**src/rtl/hazard_forward_unit.sv**
```systemverilog
// Forwarding and hazard controller. It shadows the EX and MEM destinations, drives the bypass selects,
// and raises load-use and multi-cycle-load stalls. Define HAZARD_ZERO_REG_EN to hard-wire register 0 to zero.
module hazard_forward_unit #(
    parameter int REG_ADDR_W = 3,
    parameter int NUM_SRC    = 2,
    parameter int LOAD_LAT   = 1
) (
    input  logic                           clk,
    input  logic                           rst,
    input  logic                           dc_valid,
    input  logic [NUM_SRC*REG_ADDR_W-1:0]  dc_src,
    input  logic [NUM_SRC-1:0]             dc_src_used,
    input  logic [REG_ADDR_W-1:0]          dc_rd,
    input  logic                           dc_wr_en,
    input  logic                           dc_is_load,
    input  logic                           flush,
    output logic [2*NUM_SRC-1:0]           dc_fwd_sel,
    output logic [NUM_SRC-1:0]             alu_fwd,
    output logic                           stall,
    output logic                           mem_hold
);

    localparam logic [2:0] LP_WAIT_INIT = 3'(LOAD_LAT - 1);

    logic                          r_ex_v;
    logic [REG_ADDR_W-1:0]         r_ex_rd;
    logic                          r_ex_is_load;
    logic [NUM_SRC*REG_ADDR_W-1:0] r_ex_src;
    logic [NUM_SRC-1:0]            r_ex_src_used;
    logic                          r_mem_v;
    logic [REG_ADDR_W-1:0]         r_mem_rd;
    logic                          r_mem_is_load;
    logic [2:0]                    r_wait_cnt;

    logic [NUM_SRC-1:0]            w_ex_hit;
    logic [NUM_SRC-1:0]            w_mem_hit;
    logic                          w_wait_zero;
    logic                          w_load_use;
    logic                          w_dc_wr;

`ifdef HAZARD_ZERO_REG_EN
    // A write to r0 is never tracked, so r0 can neither forward nor stall.
    assign w_dc_wr = dc_wr_en & (dc_rd != '0);
`else
    assign w_dc_wr = dc_wr_en;
`endif

    assign w_wait_zero = (r_wait_cnt == 3'd0);

    for (genvar s = 0; s < NUM_SRC; s++) begin : g_src
        logic [REG_ADDR_W-1:0] w_src;
        logic [REG_ADDR_W-1:0] w_ex_src;

        assign w_src        = dc_src[s*REG_ADDR_W +: REG_ADDR_W];
        assign w_ex_src     = r_ex_src[s*REG_ADDR_W +: REG_ADDR_W];
        assign w_ex_hit[s]  = r_ex_v & dc_src_used[s] & (r_ex_rd == w_src);
        assign w_mem_hit[s] = r_mem_v & dc_src_used[s] & (r_mem_rd == w_src);

        // EX is the youngest producer, so it wins over MEM.
        assign dc_fwd_sel[2*s +: 2] = (w_ex_hit[s] & ~r_ex_is_load)  ? 2'd1 :
                                      (w_mem_hit[s] & w_wait_zero)   ? 2'd2 : 2'd0;

        assign alu_fwd[s] = r_ex_v & r_ex_src_used[s] & r_mem_v &
                            (r_mem_rd == w_ex_src) & w_wait_zero;
    end

    assign w_load_use = dc_valid & ~flush & r_ex_is_load & (|w_ex_hit);
    assign mem_hold   = ~w_wait_zero;
    assign stall      = w_load_use | mem_hold;

    always_ff @(posedge clk) begin
        if (rst) begin
            r_ex_v        <= 1'b0;
            r_ex_rd       <= '0;
            r_ex_is_load  <= 1'b0;
            r_ex_src      <= '0;
            r_ex_src_used <= '0;
            r_mem_v       <= 1'b0;
            r_mem_rd      <= '0;
            r_mem_is_load <= 1'b0;
            r_wait_cnt    <= 3'd0;
        end else if (mem_hold) begin
            r_wait_cnt <= r_wait_cnt - 3'd1;
        end else begin
            r_mem_v       <= r_ex_v;
            r_mem_rd      <= r_ex_rd;
            r_mem_is_load <= r_ex_is_load;
            if (r_ex_v & r_ex_is_load) begin
                r_wait_cnt <= LP_WAIT_INIT;
            end
            r_ex_v        <= ~(w_load_use | flush | ~dc_valid | ~w_dc_wr);
            r_ex_rd       <= dc_rd;
            r_ex_is_load  <= dc_is_load;
            r_ex_src      <= dc_src;
            r_ex_src_used <= dc_src_used;
        end
    end

endmodule

```
**config.mk**
```make
export PLATFORM = sky130hd
export DESIGN_NAME = hazard_forward_unit
export DESIGN_NICKNAME = d
export VERILOG_FILES = /design/src/rtl/hazard_forward_unit.sv
export SDC_FILE = /design/constraint.sdc
export NUM_CORES = 1
export LEC_CHECK = 0
export ABC_AREA = 0
export CAP_MARGIN = 20
export CELL_PAD_IN_SITES_DETAIL_PLACEMENT = 0
export CELL_PAD_IN_SITES_GLOBAL_PLACEMENT = 1
export CORE_MARGIN = 4
export CORE_UTILIZATION = 38
export DETAILED_ROUTE_END_ITERATION = 7
export GPL_ROUTABILITY_DRIVEN = 0
export MAX_ROUTING_LAYER = met4
export PLACE_DENSITY = 0.77
export SETUP_SLACK_MARGIN = 0.05
export SKIP_LAST_GASP = 1
export SLEW_MARGIN = 20
export SYNTH_ARGS = -nofsm -noshare
export SYNTH_HDL_FRONTEND = slang
export SYNTH_SLANG_ARGS = --single-unit
```
**constraint.sdc**
```tcl
create_clock -name clk -period 3.8 [get_ports clk]
set_input_delay 0.38 -clock clk [delete_from_list [all_inputs] [get_ports clk]]
set_output_delay 0.38 -clock clk [all_outputs]
set_load 0.1 [all_outputs]
```
==> results of run 1 <==
-- layout make-up --
| class | instances | area, um^2 | area share (%) |
|---|---|---|---|
| multi-input combinational | 85 | 623 | 46.5 |
| tap | 30 | 37.5 | 2.80 |
| inverter | 4 | 15.0 | 1.12 |
| timing repair buffer | 25 | 228 | 17.0 |
| sequential | 20 | 400 | 29.9 |
| clock buffer | 4 | 36.3 | 2.71 |
-- cells by family (layout without fill, tap and decap cells) --
family          after synthesis  after routing  synth area share, %
simple gates                 41             41                 19.5
flops                        20             20                 38.2
xor+xnor                     18             18                 15.0
mux                          17             17                 16.2
buf+inv                      12             33                 4.65
compound gates                7              7                 4.06
fa+ha+maj                     2              2                 2.39
-- critical path, stage by stage, from the launching register on --
cell     delay [ns]
dfxtp_1        0.35
nor2_1         0.15
ha_1           0.72
nand4_1        0.18
nor4_1         0.32
buf_4          0.34
-- metal layers --
| metal | wire length [um] | global-route usage [%] | vias up |
|---|---|---|---|
| met1 | 1010 | 17.2 | 376 |
| met3 | 115 | 4.68 | 2 |
| li1 | - | - | 438 |
| met4 | 16 | 2.79 | 0 |
| met5 | 0 | - | - |
| met2 | 1080 | 23.5 | 16 |
-- registers in the layout, indices dropped and copies added, names as in the netlist --
| register | count |
|---|---|
| r_ex_src | 6 |
| r_ex_rd | 3 |
| r_mem_rd | 3 |
| r_wait_cnt | 3 |
| r_ex_src_used | 2 |
| r_ex_is_load | 1 |
| r_ex_v | 1 |
| r_mem_v | 1 |
-- cells in the final DEF, fill, tap and decap left out, types with 2 or more instances in the layout --
cell             synthesis  final
a21oi_1                  3      3
buf_4                    0      9
clkbuf_4                 0      3
clkdlybuf4s50_1          0     16
dfxtp_1                 20     20
ha_1                     2      2
inv_1                    4      4
mux2i_1                 17     17
nand2_1                  4      4
nand3b_1                 2      2
nand4_1                  4      4
nor2_1                  22     20
nor2_2                   0      2
nor4_2                   0      3
or4_4                    2      2
xnor2_1                  2      2
xor2_1                  16     16
-- synthesized netlist by cell type --
| cell | n |
|---|---|
| a21o_1 | 1 |
| a21oi_1 | 3 |
| a31oi_1 | 1 |
| and3_1 | 1 |
| buf_1 | 1 |
| buf_2 | 3 |
| clkbuf_1 | 4 |
| dfxtp_1 | 20 |
| ha_1 | 2 |
| inv_1 | 4 |
| mux2i_1 | 17 |
| nand2_1 | 4 |
| nand3b_1 | 2 |
| nand4_1 | 4 |
| nor2_1 | 22 |
| nor2b_1 | 1 |
| nor4_1 | 4 |
| o21ai_0 | 1 |
| o41ai_1 | 1 |
| or3_1 | 1 |
| or4_4 | 2 |
| xnor2_1 | 2 |
| xor2_1 | 16 |
-- stage by stage --
step / total power [mW] / hold slack (ns) / instance area [um^2]
after CTS: 0.486 / 0.496 / 1340
after detailed placement: 0.362 / 0.477 / 1300
after global routing: 0.509 / 0.537 / 1340
final: 0.478 / 0.491 / 1340
after floorplan: 0.325 / 0.454 / 1070
after global placement: 0.360 / 0.464 / 1300
-- worst min path at each step --
stage	cells past startpoint	to	slack [ns]	from
floorplan	2	r_wait_cnt[1]$_SDFFE_PP0P_	0.45	r_wait_cnt[1]$_SDFFE_PP0P_
global placement	2	r_wait_cnt[1]$_SDFFE_PP0P_	0.46	r_wait_cnt[1]$_SDFFE_PP0P_
detailed placement	2	r_wait_cnt[1]$_SDFFE_PP0P_	0.48	r_wait_cnt[1]$_SDFFE_PP0P_
CTS	2	r_wait_cnt[1]$_SDFFE_PP0P_	0.50	r_wait_cnt[1]$_SDFFE_PP0P_
global route	2	r_ex_src_used[1]$_SDFFE_PP0P_	0.54	r_ex_src_used[1]$_SDFFE_PP0P_
finish	2	r_wait_cnt[1]$_SDFFE_PP0P_	0.49	r_wait_cnt[1]$_SDFFE_PP0P_
-- power groups by stage --
stage | Combinational (mW) | Clock, mW | Sequential [mW]
floorplan | 0.0835 | 0 | 0.241
global placement | 0.111 | 0 | 0.250
detailed placement | 0.112 | 0 | 0.250
CTS | 0.112 | 0.129 | 0.245
global route | 0.122 | 0.139 | 0.248
finish | 0.110 | 0.122 | 0.245
==> results.md, run 1 <==
- Reg-to-reg critical path endpoint: r_wait_cnt[2]$_SDFFE_PP0P_
- Int Power: 0.335 mW
- Ant diodes: 0
- CP startpoint: r_wait_cnt[0]$_SDFFE_PP0P_
- Largest cells by area after synthesis: dfxtp_1 38%, mux2i_1 16%, xor2_1 13%
- Root Buffer: clkbuf_4
- Setup Crit Path Kind: flip-flop to output pin
- Clock share of power: 25.6%
- Flop2flop setup slack: 1.49 ns
- All-Layer GR Usage: 14.3%
- Slew of the pin with the lowest slew margin: roughly 0.8 ns
- Vias per inst: 4.95
- Synthesized instance count: 117
- Post-CTS Setup Inserts: 0
- Number of DRC markers in iteration 0: 31
- Finished Core Util: 52.7%
- Routed WL: around 2200 um
- Final std cells w/o fill: 168
- Final hold vios: 0
- Final min period: between 2 and 3 ns
- Seq pwr share: 51.3%
- Remaining global-route overflow: 0
- Fin crit share: 71.9%
- H-tree depth: 1
- Max clock buf depth: 2
- Rows: 18
- First-pass GRT wire length: 3760 um
- Worst Path Max Fanout: 16
- Layout fillers: 246
- Starting Density: 41.2%
- Fmax: 366 MHz
- Post-placement worst setup slack: 1.27 ns
- Dpl cells: 164
- Final ANT Viol Nets: 0
- Synth top area share: between 30% and 40%
- I/O Buffers: 24
- Outcome: complete, no violations
- Detailed placement HPWL: 1680 um
- CTS Buf Count: 3
- Post-route setup TNS: 0 ns
- Clock Sinks: 20
- Hold/Removal Path Class: flip-flop to flip-flop
- Die Span X: ~60 um
- CTS hold repair buffers: 0
- Reg2reg start: r_wait_cnt[0]$_SDFFE_PP0P_
- Combinational power share: 23.1%
- CP Capture Type: output pin
- Final setup margin: 1.07 ns
- Num ports: 25
- P_sw: 0.143 mW
- Clk slew on worst S/H paths: 0.11 ns
- Area growth, synth to finish: 27.8%
- Syn_area_per_cell: 8.96 um^2
- Post-cts sizing count: 0
- Critical Path RT: 3.42 ns
- Pin count of the biggest net entering global routing: 22
- Die Ht: 60.5 um
- Synth cell types: 23
- CP arrival: 2.35 ns
- Via count: roughly 830
- Core area: 2540 um^2
- Final setup vio count: 0
- Critical Path End: dc_fwd_sel[3]
- Clk_lat worst skew: between 0.2 and 0.3 ns
- Synth Cell Area: 1050 um^2
- Die area: 3660 um^2
- Max_cap viols: 0
- Share of cells above drive strength 1: 14.5%
- Initial antenna violation count: 0
- Seq cells post-synth: 20
- Worst vdd ir: 0.201 mV
- YS warnings: 0
- Setup Skew: 0.00107 ns
- WL per Instance: 13.2 um
- LEAKAGE: around 0.7 nW
- DR pass1 iterations: 4
- Final Max Tran Viols: 0
- CTS tree: done
- P per Cell Area: 357 nW/um^2
- Synth Net Count: 136
- # DRC: 0
- Unrepaired setup endpoints after global routing: false
- Switching fraction of total power: 30.0%
- CP Launch Type: flip-flop
- Slew headroom: a little under half
- Layout net count: 158
- Worst R2R Path Depth: 7
- Vias in the first global route: 795
- Top cell type by total area after synthesis: dfxtp_1
- Register area share after synthesis: 38.2%
Note: power is estimated with default switching activity, not from simulation.
==> inputs of run 2 (changes only) <==
--- a/config.mk
+++ b/config.mk
@@ -10,11 +10,11 @@
 export CELL_PAD_IN_SITES_DETAIL_PLACEMENT = 0
 export CELL_PAD_IN_SITES_GLOBAL_PLACEMENT = 1
 export CORE_MARGIN = 4
-export CORE_UTILIZATION = 38
+export CORE_UTILIZATION = 32
 export DETAILED_ROUTE_END_ITERATION = 7
 export GPL_ROUTABILITY_DRIVEN = 0
 export MAX_ROUTING_LAYER = met4
-export PLACE_DENSITY = 0.77
+export PLACE_DENSITY = 0.69
 export SETUP_SLACK_MARGIN = 0.05
 export SKIP_LAST_GASP = 1
 export SLEW_MARGIN = 20
==> constraint.sdc (replaced) <==
create_clock -name clk -period 2.3 [get_ports clk]
set_input_delay 0.23 -clock clk [delete_from_list [all_inputs] [get_ports clk]]
set_output_delay 0.23 -clock clk [all_outputs]
set_load 0.1 [all_outputs]
==> results.md, run 2 (synthesis results as in run 1) <==
- Post-CTS Setup Inserts: 0
- Worst Path Max Fanout: 3
- Share of cells above drive strength 1: 18.6%
- Fmax: around 460 MHz
- Clock Sinks: 20
- LEAKAGE: 0.729 nW
- Num ports: 25
- Detailed placement HPWL: 1820 um
- Slew of the pin with the lowest slew margin: 0.306 ns
- WL per Instance: 12.8 um
- Die area: 4260 um^2
- Final std cells w/o fill: between 150 and 200
- Max clock buf depth: 2
- First-pass GRT wire length: 4150 um
- CP arrival: 1.95 ns
- Max_cap viols: 0
- Max reg flops: 6
- Starting Density: 33.8%
- CTS Buf Count: 3
- Die Ht: 65.2 um
- Final min period: 2.18 ns
- # DRC: 0
- Unrepaired setup endpoints after global routing: false
- CP Capture Type: output pin
- Outcome: complete, no violations
- Final ANT Viol Nets: 0
- P per Cell Area: 546 nW/um^2
- Hold/Removal Path Class: flip-flop to flip-flop
- Hold Slack: between 0.4 and 0.5 ns
- Total power: around 0.83 mW
- Rows: 20
- Root Buffer: clkbuf_4
- Worst vdd ir: 0.261 mV
- Vias in the first global route: about 900
- CTS tree: done
- Slew headroom: 79.5%
- Commonest non-fill, non-tap cells in the layout: 19 x nor2_1, 19 x dfxtp_1, 17 x mux2i_1, 16 x xor2_1, 16 x clkdlybuf4s50_1
- Layout net count: 160
- Final Max Tran Viols: 0
- Ant diodes: 0
- CP Launch Type: input pin
- Via count: 852
- Finished Core Util: 48.9%
- CTS hold repair buffers: 0
- Setup Skew: 0.00530 ns
- I/O Buffers: 24
- Remaining global-route overflow: 0
- Critical Path RT: 2.07 ns
- Clk_lat worst skew: 0.31 ns
- Routed WL: 2360 um
- Area growth, synth to finish: 44.7%
- H-tree depth: 1
- Final setup vio count: 0
- DR pass1 iterations: 3
- Vias per inst: 4.63
- Clk slew on worst S/H paths: about 0.12 ns
- Initial antenna violation count: 0
- Final hold vios: 0
- Dpl cells: 180
- Post-cts sizing count: 0
- All-Layer GR Usage: 13.2%
- Core area: 3100 um^2
- Largest register by flop count: r_ex_src
- Number of DRC markers in iteration 0: 50
- Fin crit share: 94.8%
- Pin count of the biggest net entering global routing: 21
- Die Span X: approximately 65 um
- Setup Crit Path Kind: input pin to output pin
## run 2: final timing paths
path	cells after the start	start	endpoint	slack [ns]
setup reg to reg	7	r_wait_cnt[1]$_SDFFE_PP0P_	r_wait_cnt[2]$_SDFFE_PP0P_	0.53
hold reg to reg	2	r_wait_cnt[1]$_SDFFE_PP0P_	r_wait_cnt[1]$_SDFFE_PP0P_	0.50
setup / recovery	6	dc_src[1]	stall	0.12
hold / removal	2	r_wait_cnt[1]$_SDFFE_PP0P_	r_wait_cnt[1]$_SDFFE_PP0P_	0.50
## run 2: power breakdown
part           total (mW)  switching [mW]  internal [mW]
sequential          0.407          0.0326          0.374
clock               0.215           0.119         0.0968
combinational       0.207           0.113         0.0933
total               0.829           0.265          0.564
## run 2: area by class of cell
type	instances	area [um^2]
flip-flops and latches	20	402
clock buffers	4	36.3
repair buffers	27	330
well taps	44	55.1
inverters	4	15.0
fillers	317	1590
multi-input cells	85	679
## run 2: through the flow
stage	setup TNS, ns	setup slack (ns)	instance area, um^2
final	0	0.119	1520
after global routing	0	0.0578	1520
after CTS	0	0.116	1520
after detailed placement	0	0.125	1480
after global placement	0	0.130	1480
after floorplan	-0.0297	-0.0225	1140
## run 2: critical path, stage by stage
cell and delay, ns:
clkdlybuf4s50_1 0.49, xor2_1 0.19, or4_4 0.58, a21o_1 0.18, nand2_1 0.10, buf_12 0.18
## run 2: per-layer routing
| layer | part of all wire (%) | routed length (um) | GRT usage (%) | vias up |
|---|---|---|---|---|
| li1 | - | - | - | 439 |
| met1 | 46 | 1100 | 15.4 | 389 |
| met2 | 47 | 1110 | 21.1 | 19 |
| met3 | 4.5 | 106 | 3.25 | 5 |
| met4 | 2.2 | 51 | 6.22 | 0 |
| met5 | 0 | 0 | - | - |
==> inputs of run 3 (changes only) <==
--- a/config.mk
+++ b/config.mk
@@ -10,11 +10,11 @@
 export CELL_PAD_IN_SITES_DETAIL_PLACEMENT = 0
 export CELL_PAD_IN_SITES_GLOBAL_PLACEMENT = 1
 export CORE_MARGIN = 4
-export CORE_UTILIZATION = 32
+export CORE_UTILIZATION = 40
 export DETAILED_ROUTE_END_ITERATION = 7
+export DONT_BUFFER_PORTS = 1
 export GPL_ROUTABILITY_DRIVEN = 0
-export MAX_ROUTING_LAYER = met4
-export PLACE_DENSITY = 0.69
+export PLACE_DENSITY = 0.67
 export SETUP_SLACK_MARGIN = 0.05
 export SKIP_LAST_GASP = 1
 export SLEW_MARGIN = 20
==> results.md, run 3 (synthesis results as in run 1) <==
- Outcome: complete, no violations
- # DRC: 0
- Die Ht: 59.2 um
- CP Capture Type: output pin
- Layout fillers: roughly 240
- CTS tree: done
- Initial antenna violation count: 0
- Starting Density: 41.9%
- Area growth, synth to finish: 26.6%
- Hold Slack: 0.0172 ns
- Max_cap viols: 0
- Fin crit share: 92.6%
- HP Start: rst
- Rows: 18
- Clk_lat worst skew: 0.31 ns
- Largest register by flop count: r_ex_src
- Core area: 2500 um^2
- Final ANT Viol Nets: 0
- Detailed placement HPWL: 1670 um
- P per Cell Area: 654 nW/um^2
- WL per Instance: 14.5 um
- Final hold vios: 0
- Die area: 3500 um^2
- H-tree depth: 1
- Routed WL: 2220 um
- Max reg flops: 6
- Final setup vio count: 0
- Slew of the pin with the lowest slew margin: 0.706 ns
- Slew headroom: 52.8%
- Clk slew on worst S/H paths: ~0.11 ns
- All-Layer GR Usage: 13.9%
- Final min period: 2.13 ns
- Post-route setup TNS: 0 ns
- Ant diodes: 0
- Commonest non-fill, non-tap cells in the layout: 19 x nor2_1, 19 x dfxtp_1, 17 x mux2i_1, 16 x xor2_1
- CTS Buf Count: 3
- Remaining global-route overflow: 0
- Worst Path Max Fanout: 4
- Setup Crit Path Kind: flip-flop to output pin
- Reg-to-reg critical path endpoint: r_wait_cnt[2]$_SDFFE_PP0P_
- Hold depth: 1
- Reg2reg start: r_wait_cnt[1]$_SDFFE_PP0P_
- Placed Area: 1250 um^2
- Max clock buf depth: 2
- Vias per inst: approximately 5.2
- First-pass GRT wire length: around 3700 um
- Pin count of the biggest net entering global routing: 20
- LEAKAGE: 0.664 nW
- Critical Path RT: 2.07 ns
- Root Buffer: clkbuf_4
- Number of DRC markers in iteration 0: 26
- Flop2flop setup slack: 0.41 ns
- Worst vdd ir: 0.459 mV
- Unrepaired setup endpoints after global routing: false
- I/O Buffers: 0
- Hold/Removal Path Class: input pin to flip-flop
- Fmax: around 470 MHz
- Vias in the first global route: 790
- Via count: 794
- CP arrival: 1.90 ns
- Setup Skew: 0.0133 ns
- Clock Sinks: 20
- Layout net count: 143
- CP Launch Type: flip-flop
- Final Max Tran Viols: 0
- Share of cells above drive strength 1: 19.5%
- DR pass1 iterations: 4
- Hold Path End: r_ex_v$_SDFFE_PP0P_
- Final instance area: approximately 1300 um^2
- Die Span X: between 50 and 60 um
- Num ports: 25
- Worst R2R Path Depth: 7
## run 3: how the worst max path moves through the flow
stage | start | depth (start not counted) | slack [ns] | end
3_5_place_dp | r_wait_cnt[1]$_SDFFE_PP0P_ | 7 | 0.37 | r_wait_cnt[2]$_SDFFE_PP0P_
2_1_floorplan | r_wait_cnt[1]$_SDFFE_PP0P_ | 6 | -0.02 | dc_fwd_sel[1]
5_1_grt | r_ex_rd[1]$_SDFFE_PP0P_ | 5 | 0.06 | stall
6_report | r_ex_rd[1]$_SDFFE_PP0P_ | 5 | 0.17 | stall
3_3_place_gp | r_wait_cnt[1]$_SDFFE_PP0P_ | 7 | 0.46 | r_wait_cnt[2]$_SDFFE_PP0P_
4_1_cts | r_wait_cnt[1]$_SDFFE_PP0P_ | 5 | 0.09 | dc_fwd_sel[3]
## run 3: area by class of cell
cell class / instances / area [um^2] / share of cell area [%]
clock buffers: 3 / 22.5 / 1.70
clock inverters: 1 / 30.0 / 2.26
inverters: 4 / 15.0 / 1.13
multi-input cells: 85 / 689 / 51.9
flip-flops and latches: 20 / 402 / 30.3
well taps: 30 / 37.5 / 2.83
repair buffers: 10 / 131 / 9.90
## run 3: layer usage
layer	GRT usage, %	up-vias	part of all wire (%)
met1	18.3	364	45
met3	5.23	2	6.7
met5	0	-	0
li1	-	409	-
met2	21.7	19	48
met4	2.91	0	0.63
## run 3: worst max-delay path: stages, from the launching register on
cell	delay, ns
dfxtp_1	0.37
xor2_1	0.16
or4_4	0.57
a21o_1	0.19
nand2_1	0.08
buf_6	0.22
## run 3: timing repair
action | in CTS | in global routing
buffers inserted | 0 | 0
hold buffers | 1 | 0
setup endpoints to repair | 0 | 3
gates resized for setup | 0 | 2
endpoints found under the hold margin | 19 | 0
## run 3: where the power goes
part / switching, mW / internal (mW)
Sequential: 0.0319 / 0.374
Clock: 0.116 / 0.176
Combinational: 0.103 / 0.0668
Total: 0.251 / 0.617
## run 3: per-stage QoR
step	total power, mW	cells	setup slack [ns]	utilization [%]
2_1_floorplan	0.555	117	-0.0225	-
3_3_place_gp	0.572	148	0.464	50.1
3_5_place_dp	0.574	148	0.369	50.1
4_1_cts	0.872	153	0.0854	52.6
5_1_grt	0.909	153	0.0574	53.1
6_report	0.868	153	0.171	53.1
